[src/rtl/branch_pkg.sv]
// Shared definitions for the branch resolution pipeline: RV32I branch funct3
// codes, the registered result flags, and the illegal-encoding helper.
package branch_pkg;

  localparam logic [2:0] BEQ  = 3'b000;
  localparam logic [2:0] BNE  = 3'b001;
  localparam logic [2:0] BLT  = 3'b100;
  localparam logic [2:0] BGE  = 3'b101;
  localparam logic [2:0] BLTU = 3'b110;
  localparam logic [2:0] BGEU = 3'b111;

  typedef struct packed {
    logic taken;
    logic mispredict;
    logic illegal;
    logic breq;
    logic brlt;
  } br_res_t;

  // 010 and 011 are the only unused branch encodings.
  function automatic logic is_illegal(input logic [2:0] f3);
    return f3[2:1] == 2'b01;
  endfunction

endpackage

[src/rtl/branch_cmp_core.sv]
// Combinational operand compare: equality plus signed/unsigned less-than.
module branch_cmp_core #(
  parameter int XLEN = 32
) (
  input  logic [XLEN-1:0] a,
  input  logic [XLEN-1:0] b,
  input  logic            is_unsigned,
  output logic            eq,
  output logic            lt
);

  assign eq = (a == b);
  assign lt = is_unsigned ? (a < b) : ($signed(a) < $signed(b));

endmodule

[src/rtl/branch_resolve.sv]
// Two-stage branch resolver with valid/ready flow control and flush.
// Define BRANCH_STATS_EN to add saturating branch/taken/mispredict counters.
module branch_resolve
  import branch_pkg::*;
#(
  parameter int XLEN  = 32,
  parameter int CNT_W = 16
) (
  input  logic            clk,
  input  logic            rst,
  input  logic            in_valid,
  output logic            in_ready,
  input  logic [2:0]      funct3,
  input  logic [XLEN-1:0] data1,
  input  logic [XLEN-1:0] data2,
  input  logic [XLEN-1:0] pc,
  input  logic [XLEN-1:0] imm,
  input  logic            pred_taken,
  input  logic            flush,
  output logic            out_valid,
  input  logic            out_ready,
  output logic            BrEQ,
  output logic            BrLT,
  output logic            taken,
  output logic            mispredict,
  output logic            illegal,
  output logic [XLEN-1:0] target
`ifdef BRANCH_STATS_EN
  ,
  output logic [CNT_W-1:0] stat_branches,
  output logic [CNT_W-1:0] stat_taken,
  output logic [CNT_W-1:0] stat_mispred
`endif
);

  logic            s1_valid, s2_valid;
  logic [2:0]      s1_f3;
  logic [XLEN-1:0] s1_pc, s1_imm;
  logic            s1_pred, s1_eq, s1_lt;
  logic            cmp_eq, cmp_lt;
  logic            s1_adv, s2_adv;
  br_res_t         res, res_nxt;
  logic [XLEN-1:0] tgt_nxt;

  assign s2_adv   = !s2_valid || out_ready;
  assign s1_adv   = !s1_valid || s2_adv;
  assign in_ready = s1_adv;

  branch_cmp_core #(.XLEN(XLEN)) u_cmp (
    .a          (data1),
    .b          (data2),
    .is_unsigned(funct3[1]),
    .eq         (cmp_eq),
    .lt         (cmp_lt)
  );

  always_ff @(posedge clk or posedge rst) begin
    if (rst) begin
      s1_valid <= 1'b0;
      s1_f3    <= '0;
      s1_pc    <= '0;
      s1_imm   <= '0;
      s1_pred  <= 1'b0;
      s1_eq    <= 1'b0;
      s1_lt    <= 1'b0;
    end else begin
      if (flush)       s1_valid <= 1'b0;
      else if (s1_adv) s1_valid <= in_valid;
      if (s1_adv && in_valid && !flush) begin
        s1_f3   <= funct3;
        s1_pc   <= pc;
        s1_imm  <= imm;
        s1_pred <= pred_taken;
        s1_eq   <= cmp_eq;
        // BrLT only carries meaning for the LT/GE family (funct3[2] set).
        s1_lt   <= cmp_lt & funct3[2];
      end
    end
  end

  always_comb begin
    res_nxt = '0;
    case (s1_f3)
      BEQ:       res_nxt.taken = s1_eq;
      BNE:       res_nxt.taken = !s1_eq;
      BLT, BLTU: res_nxt.taken = s1_lt;
      BGE, BGEU: res_nxt.taken = !s1_lt;
      default:   res_nxt.taken = 1'b0;
    endcase
    res_nxt.illegal    = is_illegal(s1_f3);
    res_nxt.mispredict = !res_nxt.illegal && (res_nxt.taken ^ s1_pred);
    res_nxt.breq       = s1_eq;
    res_nxt.brlt       = s1_lt;
    tgt_nxt            = s1_pc + (res_nxt.taken ? s1_imm : XLEN'(4));
  end

  always_ff @(posedge clk or posedge rst) begin
    if (rst) begin
      s2_valid <= 1'b0;
      res      <= '0;
      target   <= '0;
    end else begin
      if (flush)       s2_valid <= 1'b0;
      else if (s2_adv) s2_valid <= s1_valid;
      if (s2_adv && s1_valid && !flush) begin
        res    <= res_nxt;
        target <= tgt_nxt;
      end
    end
  end

  assign out_valid  = s2_valid;
  assign taken      = res.taken;
  assign mispredict = res.mispredict;
  assign illegal    = res.illegal;
  assign BrEQ       = res.breq;
  assign BrLT       = res.brlt;

`ifdef BRANCH_STATS_EN
  function automatic logic [CNT_W-1:0] sat_inc(input logic [CNT_W-1:0] v);
    return (&v) ? v : v + 1'b1;
  endfunction

  always_ff @(posedge clk or posedge rst) begin
    if (rst) begin
      stat_branches <= '0;
      stat_taken    <= '0;
      stat_mispred  <= '0;
    end else if (out_valid && out_ready && !res.illegal) begin
      stat_branches <= sat_inc(stat_branches);
      if (res.taken)      stat_taken   <= sat_inc(stat_taken);
      if (res.mispredict) stat_mispred <= sat_inc(stat_mispred);
    end
  end
`endif

endmodule

[config.mk]
export PLATFORM = sky130hd
export DESIGN_NAME = branch_resolve
export DESIGN_NICKNAME = d
export VERILOG_FILES = /design/src/rtl/branch_pkg.sv /design/src/rtl/branch_cmp_core.sv /design/src/rtl/branch_resolve.sv
export SDC_FILE = /design/constraint.sdc
export NUM_CORES = 1
export LEC_CHECK = 0
export ABC_CLOCK_PERIOD_IN_PS = 6500
export CAP_MARGIN = 20
export CORE_ASPECT_RATIO = 0.9
export CORE_MARGIN = 1.5
export CORE_UTILIZATION = 25
export DETAILED_ROUTE_END_ITERATION = 16
export MAX_ROUTING_LAYER = met4
export PLACE_DENSITY = 0.47
export SLEW_MARGIN = 10
export SYNTH_ARGS = -nofsm -noshare
export SYNTH_HDL_FRONTEND = slang
export SYNTH_SLANG_ARGS = --single-unit
[constraint.sdc]
create_clock -name clk -period 6.5 [get_ports clk]
set_clock_uncertainty 0.15 [all_clocks]
set_input_delay 0.65 -clock clk [delete_from_list [all_inputs] [get_ports clk]]
set_output_delay 0.65 -clock clk [all_outputs]
set_load 0.02 [all_outputs]
==> flow_summary.ini, run 1 <==
[finish]
fillers = 2682
syn2layout_area_growth_pct = 37.2
final_layout_size_suffix_gt1_frac = 0.132
finalNetCount = 1014
final_util = 0.349
antenna_cells = 0

[pwr]
power_frac_clock = 0.236
p_leak_nw = 4.05
p_switching_uw = 979
powerDensity_nw_per_um2 = 305
irDropWorstVdd_mv = 0.118
combPwrFrac = 0.422
p_sw_frac = 0.352
internal-power_mw = 1.81
p_seq_frac = 0.342

[placement]
portBuffers = 175
globalplace.congestion = 0.787
dpl.hpwl_um = 13100

[setup_path]
cp-start-kind = register
reg2reg_slack_ns = 2.63
worstSetupPathType = reg2reg
cp_data_arrival_time_ns = 3.93
crit_path_start = s1_f3[2]$_DFFE_PP0P_
worstReg2RegEnd = target[24]$_DFFE_PP0P_
required_ns = 6.56
r2r_cells = 15
endpoint = target[24]$_DFFE_PP0P_
cp_max_fo = 34
end_kind = register
reg2reg_from = s1_f3[2]$_DFFE_PP0P_

[synthesis]
ys_warn_count = 0
syn_inst = 648
yosys-top-cells-area = dfrtp_1, mux2_2, ha_1, nand2_1, o21ai_0
synth-seq-cells = 109
synth_area_leader_cell = dfrtp_1
yosysSeqAreaShare = 0.410
synth-main-ff-cell = dfrtp_1
netlist_area_um2 = 6650
synth_top_area_frac = 0.410
yosys.cell_types.count = 55
avgSynthCellArea_um2 = 10.3
synthArstFlopShare = 1.00
synth_enable_flop_cells = 0
syn-num-nets = 850

[sta]
setup_tns_ns = 0
period_share = 0.595
hold_viol = 0
finalSetupViolCount = 0
rsz0062_at_grt = false
worstMarginPinSlew_ns = 0.970
min_period_ns = 3.87
final_max_slew_viol_count = 0
max-slew-margin-rel = 0.353
timing.fmax_mhz = 259

[clocking]
postCtsResizedCells = 0
cts_hold_buf = 0
clkTransAtPathRegs_ns = 0.08
cts_root_buffer = clkbuf_16
cts_setup_buffers = 0
cts_tree = done
clock_path_buffers = 2
cts_inserted_buffers = 9
cts_htree_levels = 3
clkLatencyLatePin_ns = 0.36
clock-sinks = 109

[die]
die_w_um = 175
die_y_um = 158
num_rows = 56
core-area_um2 = 26100
pin_count = 176
initial_utilization = 0.254
die_area_um2 = 27600

[detailed_routing]
ant_nets = 0
vias_per_cell = 4.36
via_count = 5080
drtIter0Drc = 186
drt_wl_total_um = 17000
firstDrtPassIters = 4
wl_per_cell_um = 14.6
drc = 0

[grt]
antenna_found_initial = 0
grt_max_degree = 73
globalRouteTotalUtil = 0.130
grt_pass1_wl_um = 27300
grt_overflow = 0
grt_pass1_vias = 5216

[run_status]
status = finished clean

[job]
drv_cap = 0

[worst_hold_path]
min_path_type = reg2reg
min_from = target[12]$_DFFE_PP0P_
==> placed cells by master (no fill, tap or decap), drive strengths merged, types with 4 or more instances in the layout <==
cell and instances:
a21o 18, xnor2 18, nand2 65, xor2 13
inv 47, nand3 7, dfrtp 109, a211oi 4
a21oi 40, nor2 16, and2 31, o21ai 49
o31ai 5, buf 4, nand4 12, clkdlybuf4s50 175
clkbuf 10, nor3 5, nand2b 4, ha 64
mux2 73, a31oi 6
==> power groups by stage <==
stage	sequential (mW)	clock (mW)	combinational, mW
finish	0.952	0.657	1.18
floorplan	1.05	0	0.632
global placement	0.968	0	1.19
CTS	0.957	0.684	1.20
global route	0.973	0.704	1.30
detailed placement	0.970	0	1.19
==> critical path: stages (launching register included) <==
cell and delay (ns):
dfrtp_1 0.41, nor2_1 0.06, a221oi_1 0.31, a21oi_2 0.05
buf_4 0.24, and2_1 0.20, ha_1 0.20, fa_1 0.40
a21oi_1 0.22, o31ai_1 0.11, a21oi_2 0.33, a2111oi_4 0.16
o311a_1 0.34, or3_1 0.33, xnor2_1 0.14, o21ai_1 0.07
==> kinds of logic after synthesis <==
logic type	share of synthesized area
compound gates	0.141
buf+inv	0.0414
simple gates	0.117
mux	0.127
xor+xnor	0.0408
flops	0.410
fa+ha+maj	0.123
==> registers in the layout, summed over array words and instances, names as in the netlist <==
register and flops:
target 32, mispredict 1, out_valid 1, s1_f3 3, s1_pred 1, s1_imm 32, illegal 1, s1_eq 1
s1_valid 1, s1_pc 32, s1_lt 1, BrEQ 1, BrLT 1, taken 1
==> Yosys cell counts (12+ instances only) <==
library cell,count
dfrtp_1,109
mux2_2,73
nand2_1,65
ha_1,64
inv_1,45
o21ai_0,40
a21oi_1,39
and2_1,31
clkbuf_1,24
a21o_1,18
xnor2_1,18
nor2_1,16
xor2_1,13
nand4_1,12
==> per-layer routing <==
metal,part of all wire,vias to the layer above,GRT usage
met4,0.012,0,0.0379
li1,-,2606,-
met2,0.45,94,0.201
met3,0.042,12,0.0305
met1,0.49,2368,0.169
met5,0,-,-
==> layout make-up <==
class | instances | area (um2) | area share
multi-input cells | 468 | 3650 | 0.400
flip-flops and latches | 109 | 2730 | 0.299
repair buffers | 179 | 1780 | 0.195
well taps | 348 | 435 | 0.0477
clock buffers | 10 | 239 | 0.0262
inverters | 45 | 171 | 0.0188
clock inverters | 6 | 116 | 0.0128
==> how the worst min path moves through the flow <==
| stage | endpoint | depth (start not counted) |
|---|---|---|
| after global routing | mispredict$_DFFE_PP0P_ | 2 |
| after CTS | target[12]$_DFFE_PP0P_ | 2 |
| after detailed placement | target[12]$_DFFE_PP0P_ | 2 |
| final | target[12]$_DFFE_PP0P_ | 2 |
| after floorplan | s1_imm[2]$_DFFE_PP0P_ | 1 |
| after global placement | target[21]$_DFFE_PP0P_ | 2 |
==> through the flow <==
step                      cells  setup slack (ns)  area, um2  power [mW]  hold slack, ns
after CTS                  1165              2.60       9120        2.84           0.343
final                      1165              2.63       9120        2.79           0.336
after floorplan             648              2.83       6650        1.68           0.320
after detailed placement   1149              2.64       8770        2.16           0.327
after global placement     1149              2.66       8770        2.16           0.316
after global routing       1165              2.30       9120        2.98           0.357
No activity file was read; power rests on OpenSTA's default activity.
==> run 2: changes to the inputs <==
--- a/config.mk
+++ b/config.mk
@@ -5,7 +5,7 @@
 export SDC_FILE = /design/constraint.sdc
 export NUM_CORES = 1
 export LEC_CHECK = 0
-export ABC_CLOCK_PERIOD_IN_PS = 6500
+export ABC_CLOCK_PERIOD_IN_PS = 3650
 export CAP_MARGIN = 20
 export CORE_ASPECT_RATIO = 0.9
 export CORE_MARGIN = 1.5
==> constraint.sdc (replaced) <==
create_clock -name clk -period 3.65 [get_ports clk]
set_clock_uncertainty 0.15 [all_clocks]
set_input_delay 0.365 -clock clk [delete_from_list [all_inputs] [get_ports clk]]
set_output_delay 0.365 -clock clk [all_outputs]
set_load 0.02 [all_outputs]
==> run 2 against run 1 <==
  * Setup slack worse by 2.6 ns
  * Sequential share of layout area down 1.4 points
  * Register-to-register slack worse by 2.6 ns
  * Hold slack worse by 0.13 ns
  * Critical path depth unchanged
  * Global-route usage up 0.19 points
  * Via count up 2.8%
  * Power up 87%
  * Cell count up 3.0%
  * Fmax up 7.2%
  * Routed wire length up 3.7%
  * Critical path type unchanged
==> flow_summary.ini, run 2 (synthesized netlist as in run 1, its figures left out) <==
[run_status]
status = finished clean

[placement]
portBuffers = 175
post_dp_cell_area_um2 = 8990
globalplace.congestion = 0.765
dp.cells = 1175
dpl.hpwl_um = 13700

[worst_hold_path]
min_path_type = in2async

[detailed_routing]
firstDrtPassIters = 4
via_count = 5220
drc = 0
drt_wl_total_um = 17600
drtIter0Drc = 180
wl_per_cell_um = 14.7
ant_nets = 0
vias_per_cell = 4.35

[sta]
rsz0062_at_grt = true
final_max_slew_viol_count = 0
worstMarginPinSlew_ns = 0.769
min_period_ns = 3.61
finalSetupViolCount = 0
hold_viol = 0
period_share = 0.988
max-slew-margin-rel = 0.487
timing.fmax_mhz = 277

[setup_path]
cp-start-kind = register
required_ns = 3.71
crit_family = compound AO/OA/AOI/OAI gates
cp_num_cells = 15
slowest_stage = dfrtp_2
cp_max_fo = 6
crit_chain = a221oi_4 -> buf_4 -> a21oi_4 -> buf_4 -> and2_1 -> ha_1 -> a21oi_1 -> o21ai_4 -> a2111oi_4 -> buf_4 -> o31ai_4 -> a211oi_4 -> o21ai_2 -> xnor2_1 -> o21ai_1
cp_data_arrival_time_ns = 3.67
max_stage_delay_ns = 0.47
worstSetupPathType = reg2reg
end_kind = register
critPathBufInv = 3
r2r_cells = 15
crit_top_cell = buf_4

[die]
core-area_um2 = 26100
initial_utilization = 0.254
die_w_um = 175
pin_count = 176
num_rows = 56
die_y_um = 158
die_area_um2 = 27600

[finish]
largestRegisters = s1_imm: 32 flops, s1_pc: 32 flops, target: 32 flops
layout_common_cells = clkdlybuf4s50_1, dfrtp_1, mux2_2
syn2layout_area_growth_pct = 44.3
antenna_cells = 0
layout_commonest_cell = clkdlybuf4s50_1
multi_input_area_um2 = 3840
fin_area_um2 = 9600
finalNetCount = 1049
final_util = 0.367
final_layout_size_suffix_gt1_frac = 0.201
fillers = 2611
regArea_um2 = 2730
fin_cells = 1200

[grt]
globalRouteTotalUtil = 0.132
antenna_found_initial = 0
grt_pass1_wl_um = 27600
grt_max_degree = 73
grt_overflow = 0
grt_pass1_vias = 5212

[job]
drv_cap = 0

[clocking]
clkLatencyLatePin_ns = 0.36
clock_path_buffers = 2
cts_inserted_buffers = 9
clkTransAtPathRegs_ns = 0.07
cts_root_buffer = clkbuf_16
clock-sinks = 109
cts_htree_levels = 3
cts_hold_buf = 0
cts_tree = done

[pwr]
irDropWorstVdd_mv = 0.239
powerDensity_nw_per_um2 = 544
p_leak_nw = 4.23
[run 2: cell types whose count changed in the layout (fill, tap and decap cells not counted), sizes merged]
cell      previous run  this run
buf                  4        38
clkinvlp             0         2
inv                 47        45
a21oi               40        41
[run 2: cell type report]
cell class,count,share of cell area
clock buffers,10,0.0249
inverters,45,0.0179
clock inverters,6,0.0115
repair buffers,213,0.215
well taps,348,0.0454
flip-flops and latches,109,0.285
multi-input cells,469,0.401
[run 2: path summary, 6_finish.rpt]
kind                                      start                     end  slack (ns)
min reg2reg                    BrLT$_DFFE_PP0P_        BrLT$_DFFE_PP0P_        0.33
max reg2reg                s1_f3[2]$_DFFE_PP0P_  target[31]$_DFFE_PP0P_        0.04
min in group clk               BrLT$_DFFE_PP0P_        BrLT$_DFFE_PP0P_        0.33
max                        s1_f3[2]$_DFFE_PP0P_  target[31]$_DFFE_PP0P_        0.04
min                                         rst   s1_pc[12]$_DFFE_PP0P_        0.21
max in group asynchronous                   rst    s1_f3[2]$_DFFE_PP0P_        2.37
[run 2: where the power goes]
part           internal [mW]  leakage, nW  switching, mW
Sequential              1.50         1.31          0.206
Clock                  0.689        0.165          0.460
Combinational           1.19         2.75           1.17
Total                   3.38         4.23           1.83
[run 2: per-layer routing]
layer | vias up | GRT usage | share of wire
met1 | 2443 | 0.173 | 0.49
met5 | - | - | 0
li1 | 2679 | - | -
met3 | 13 | 0.0271 | 0.037
met4 | 0 | 0.0391 | 0.014
met2 | 85 | 0.205 | 0.46
[run 2: repair_timing]
item / 4_1_cts / 5_1_grt
setup endpoints to repair: 15 / 16
pin swaps: 1 / 14
setup buffers: 1 / 7
gates resized for setup: 2 / 37
gates cloned: 0 / 1
[run 2: per-stage QoR]
stage	setup TNS [ns]	total power, mW	setup WS (ns)	hold WS, ns
final	0	5.22	0.0446	0.207
after global routing	-0.570	5.57	-0.0994	0.233
after CTS	0	5.18	0.0309	0.217
after detailed placement	-1.56	3.99	-0.179	0.323
after global placement	-0.331	3.98	-0.0971	0.312
after floorplan	0	3.00	0.129	0.281
==> run 3: changes to the inputs <==
--- a/config.mk
+++ b/config.mk
@@ -12,7 +12,8 @@
 export CORE_UTILIZATION = 25
 export DETAILED_ROUTE_END_ITERATION = 16
 export MAX_ROUTING_LAYER = met4
-export PLACE_DENSITY = 0.47
+export PLACE_DENSITY = 0.56
+export SKIP_LAST_GASP = 1
 export SLEW_MARGIN = 10
 export SYNTH_ARGS = -nofsm -noshare
 export SYNTH_HDL_FRONTEND = slang
==> run 3 against run 2 <==
  * Fmax is 1.0% higher
  * Critical path depth stayed put
  * Hold slack better by 0.097 ns
  * Core utilization is 0.16 points higher
  * Die area stayed put
  * First-iteration DRC count is 9.4% higher
  * Sequential power hardly changed
==> flow_summary.ini, run 3 (synthesized netlist as in run 1, its figures left out) <==
[grt]
grt_pass1_vias = 5159
globalRouteTotalUtil = 0.128
antenna_found_initial = 0
grt_overflow = 0
grt_max_degree = 73
grt_pass1_wl_um = 26800

[die]
die_area_um2 = 27600
core-area_um2 = 26100
die_w_um = 175
num_rows = 56
pin_count = 176
initial_utilization = 0.254
die_y_um = 158

[setup_path]
required_ns = 3.71
worstReg2RegEnd = target[24]$_DFFE_PP0P_
worstSetupPathType = reg2reg
reg2reg_from = s1_f3[2]$_DFFE_PP0P_
r2r_cells = 15
endpoint = target[24]$_DFFE_PP0P_
cp-start-kind = register
end_kind = register
cp_data_arrival_time_ns = 3.63
reg2reg_slack_ns = 0.08
crit_path_start = s1_f3[2]$_DFFE_PP0P_
cp_max_fo = 6

[finish]
finalNetCount = 1042
layout_commonest_cell = clkdlybuf4s50_1
fillers = 2617
regArea_um2 = 2730
largestRegisters = s1_imm: 32 flops, s1_pc: 32 flops, target: 32 flops
antenna_cells = 0
fin_area_um2 = 9640
syn2layout_area_growth_pct = 44.9
layout_common_cells = clkdlybuf4s50_1, dfrtp_1, mux2_2
multi_input_area_um2 = 3990
final_layout_size_suffix_gt1_frac = 0.219
fin_cells = 1193

[detailed_routing]
drc = 0
vias_per_cell = 4.37
drt_wl_total_um = 17700
drtIter0Drc = 197
wl_per_cell_um = 14.8
via_count = 5214
ant_nets = 0
firstDrtPassIters = 4

[placement]
post_dp_cell_area_um2 = 8900
portBuffers = 175
dpl.hpwl_um = 13500
globalplace.congestion = 0.797
dp.cells = 1163

[pwr]
p_leak_nw = 4.20
powerDensity_nw_per_um2 = 531
combPwrFrac = 0.480
p_sw_frac = 0.371
power_frac_clock = 0.188
internal-power_mw = 3.22
p_switching_mw = 1.90
p_seq_frac = 0.333
irDropWorstVdd_mv = 0.236

[clocking]
clkTransAtPathRegs_ns = 0.08
cts_root_buffer = clkbuf_16
cts_htree_levels = 3
cts_inserted_buffers = 9
clkLatencyLatePin_ns = 0.36
clock-sinks = 109
clock_path_buffers = 2
cts_tree = done

[job]
drv_cap = 0

[sta]
finalSetupViolCount = 0
hold_viol = 0
rsz0062_at_grt = true
final_max_slew_viol_count = 0
worstMarginPinSlew_ns = 0.772
timing.fmax_mhz = 280
setup_tns_ns = 0
max-slew-margin-rel = 0.486
min_period_ns = 3.57
period_share = 0.978

[worst_hold_path]
min_path_type = in2async

[run_status]
status = finished clean
[run 3: what timing repair did]
action	in CTS	in global routing
gates resized for setup	0	67
endpoints found under the setup margin	4	16
hold buffers	0	0
pin swaps	1	31
gates cloned	0	1
setup buffers	1	16
[run 3: through the flow]
stage / setup slack (ns) / power, mW / hold slack [ns] / util
final: 0.0813 / 5.12 / 0.305 / 0.369
after global routing: -0.131 / 5.47 / 0.353 / 0.369
after CTS: 0.00981 / 4.92 / 0.337 / 0.352
after detailed placement: -0.0215 / 3.93 / 0.319 / 0.340
after global placement: 0.0626 / 3.92 / 0.312 / 0.340
after floorplan: 0.129 / 3.00 / 0.281 / -
[run 3: layer usage]
layer | routed length [um] | track usage | part of all wire | vias to the layer above
met5 | 0 | - | 0 | -
met4 | 329 | 0.0374 | 0.019 | 0
met3 | 726 | 0.0293 | 0.041 | 22
met2 | 8560 | 0.205 | 0.48 | 99
met1 | 8080 | 0.161 | 0.46 | 2427
li1 | - | - | - | 2666
[run 3: worst min path at each step]
stage                           startpoint                     end  slack, ns  cells past startpoint
global route        target[21]$_DFFE_PP0P_  target[21]$_DFFE_PP0P_       0.35                      2
global placement       illegal$_DFFE_PP0P_     illegal$_DFFE_PP0P_       0.31                      2
finish                                 rst   s1_pc[31]$_DFFE_PP0P_       0.30                      2
detailed placement     illegal$_DFFE_PP0P_     illegal$_DFFE_PP0P_       0.32                      2
floorplan                            flush   out_valid$_DFFE_PP0P_       0.28                      1
CTS                    illegal$_DFFE_PP0P_     illegal$_DFFE_PP0P_       0.34                      2
[run 3: power groups by stage]
stage	clock, mW	sequential, mW	combinational [mW]
global route	1.04	1.75	2.68
CTS	1.00	1.70	2.22
finish	0.960	1.70	2.45
global placement	0	1.73	2.19
detailed placement	0	1.72	2.21
floorplan	0	1.87	1.12
[run 3: critical path, cell delays in order (launching register included)]
cell and delay [ns]:
dfrtp_2 0.45, a221oi_2 0.30, a21oi_2 0.05, buf_4 0.16, buf_2 0.14, buf_4 0.13
and2_4 0.16, ha_4 0.17, a211oi_4 0.24, nor2_2 0.08, o41ai_4 0.32, nor2_2 0.09
o311a_1 0.37, or3_1 0.39, xnor2_1 0.16, o21ai_1 0.07
[run 3: area by class of cell]
cell class | instances | area share
clock buffers | 9 | 0.0234
clock inverters | 7 | 0.00597
inverters | 45 | 0.0178
multi-input cells | 468 | 0.413
flip-flops and latches | 109 | 0.283
well taps | 348 | 0.0452
repair buffers | 207 | 0.211
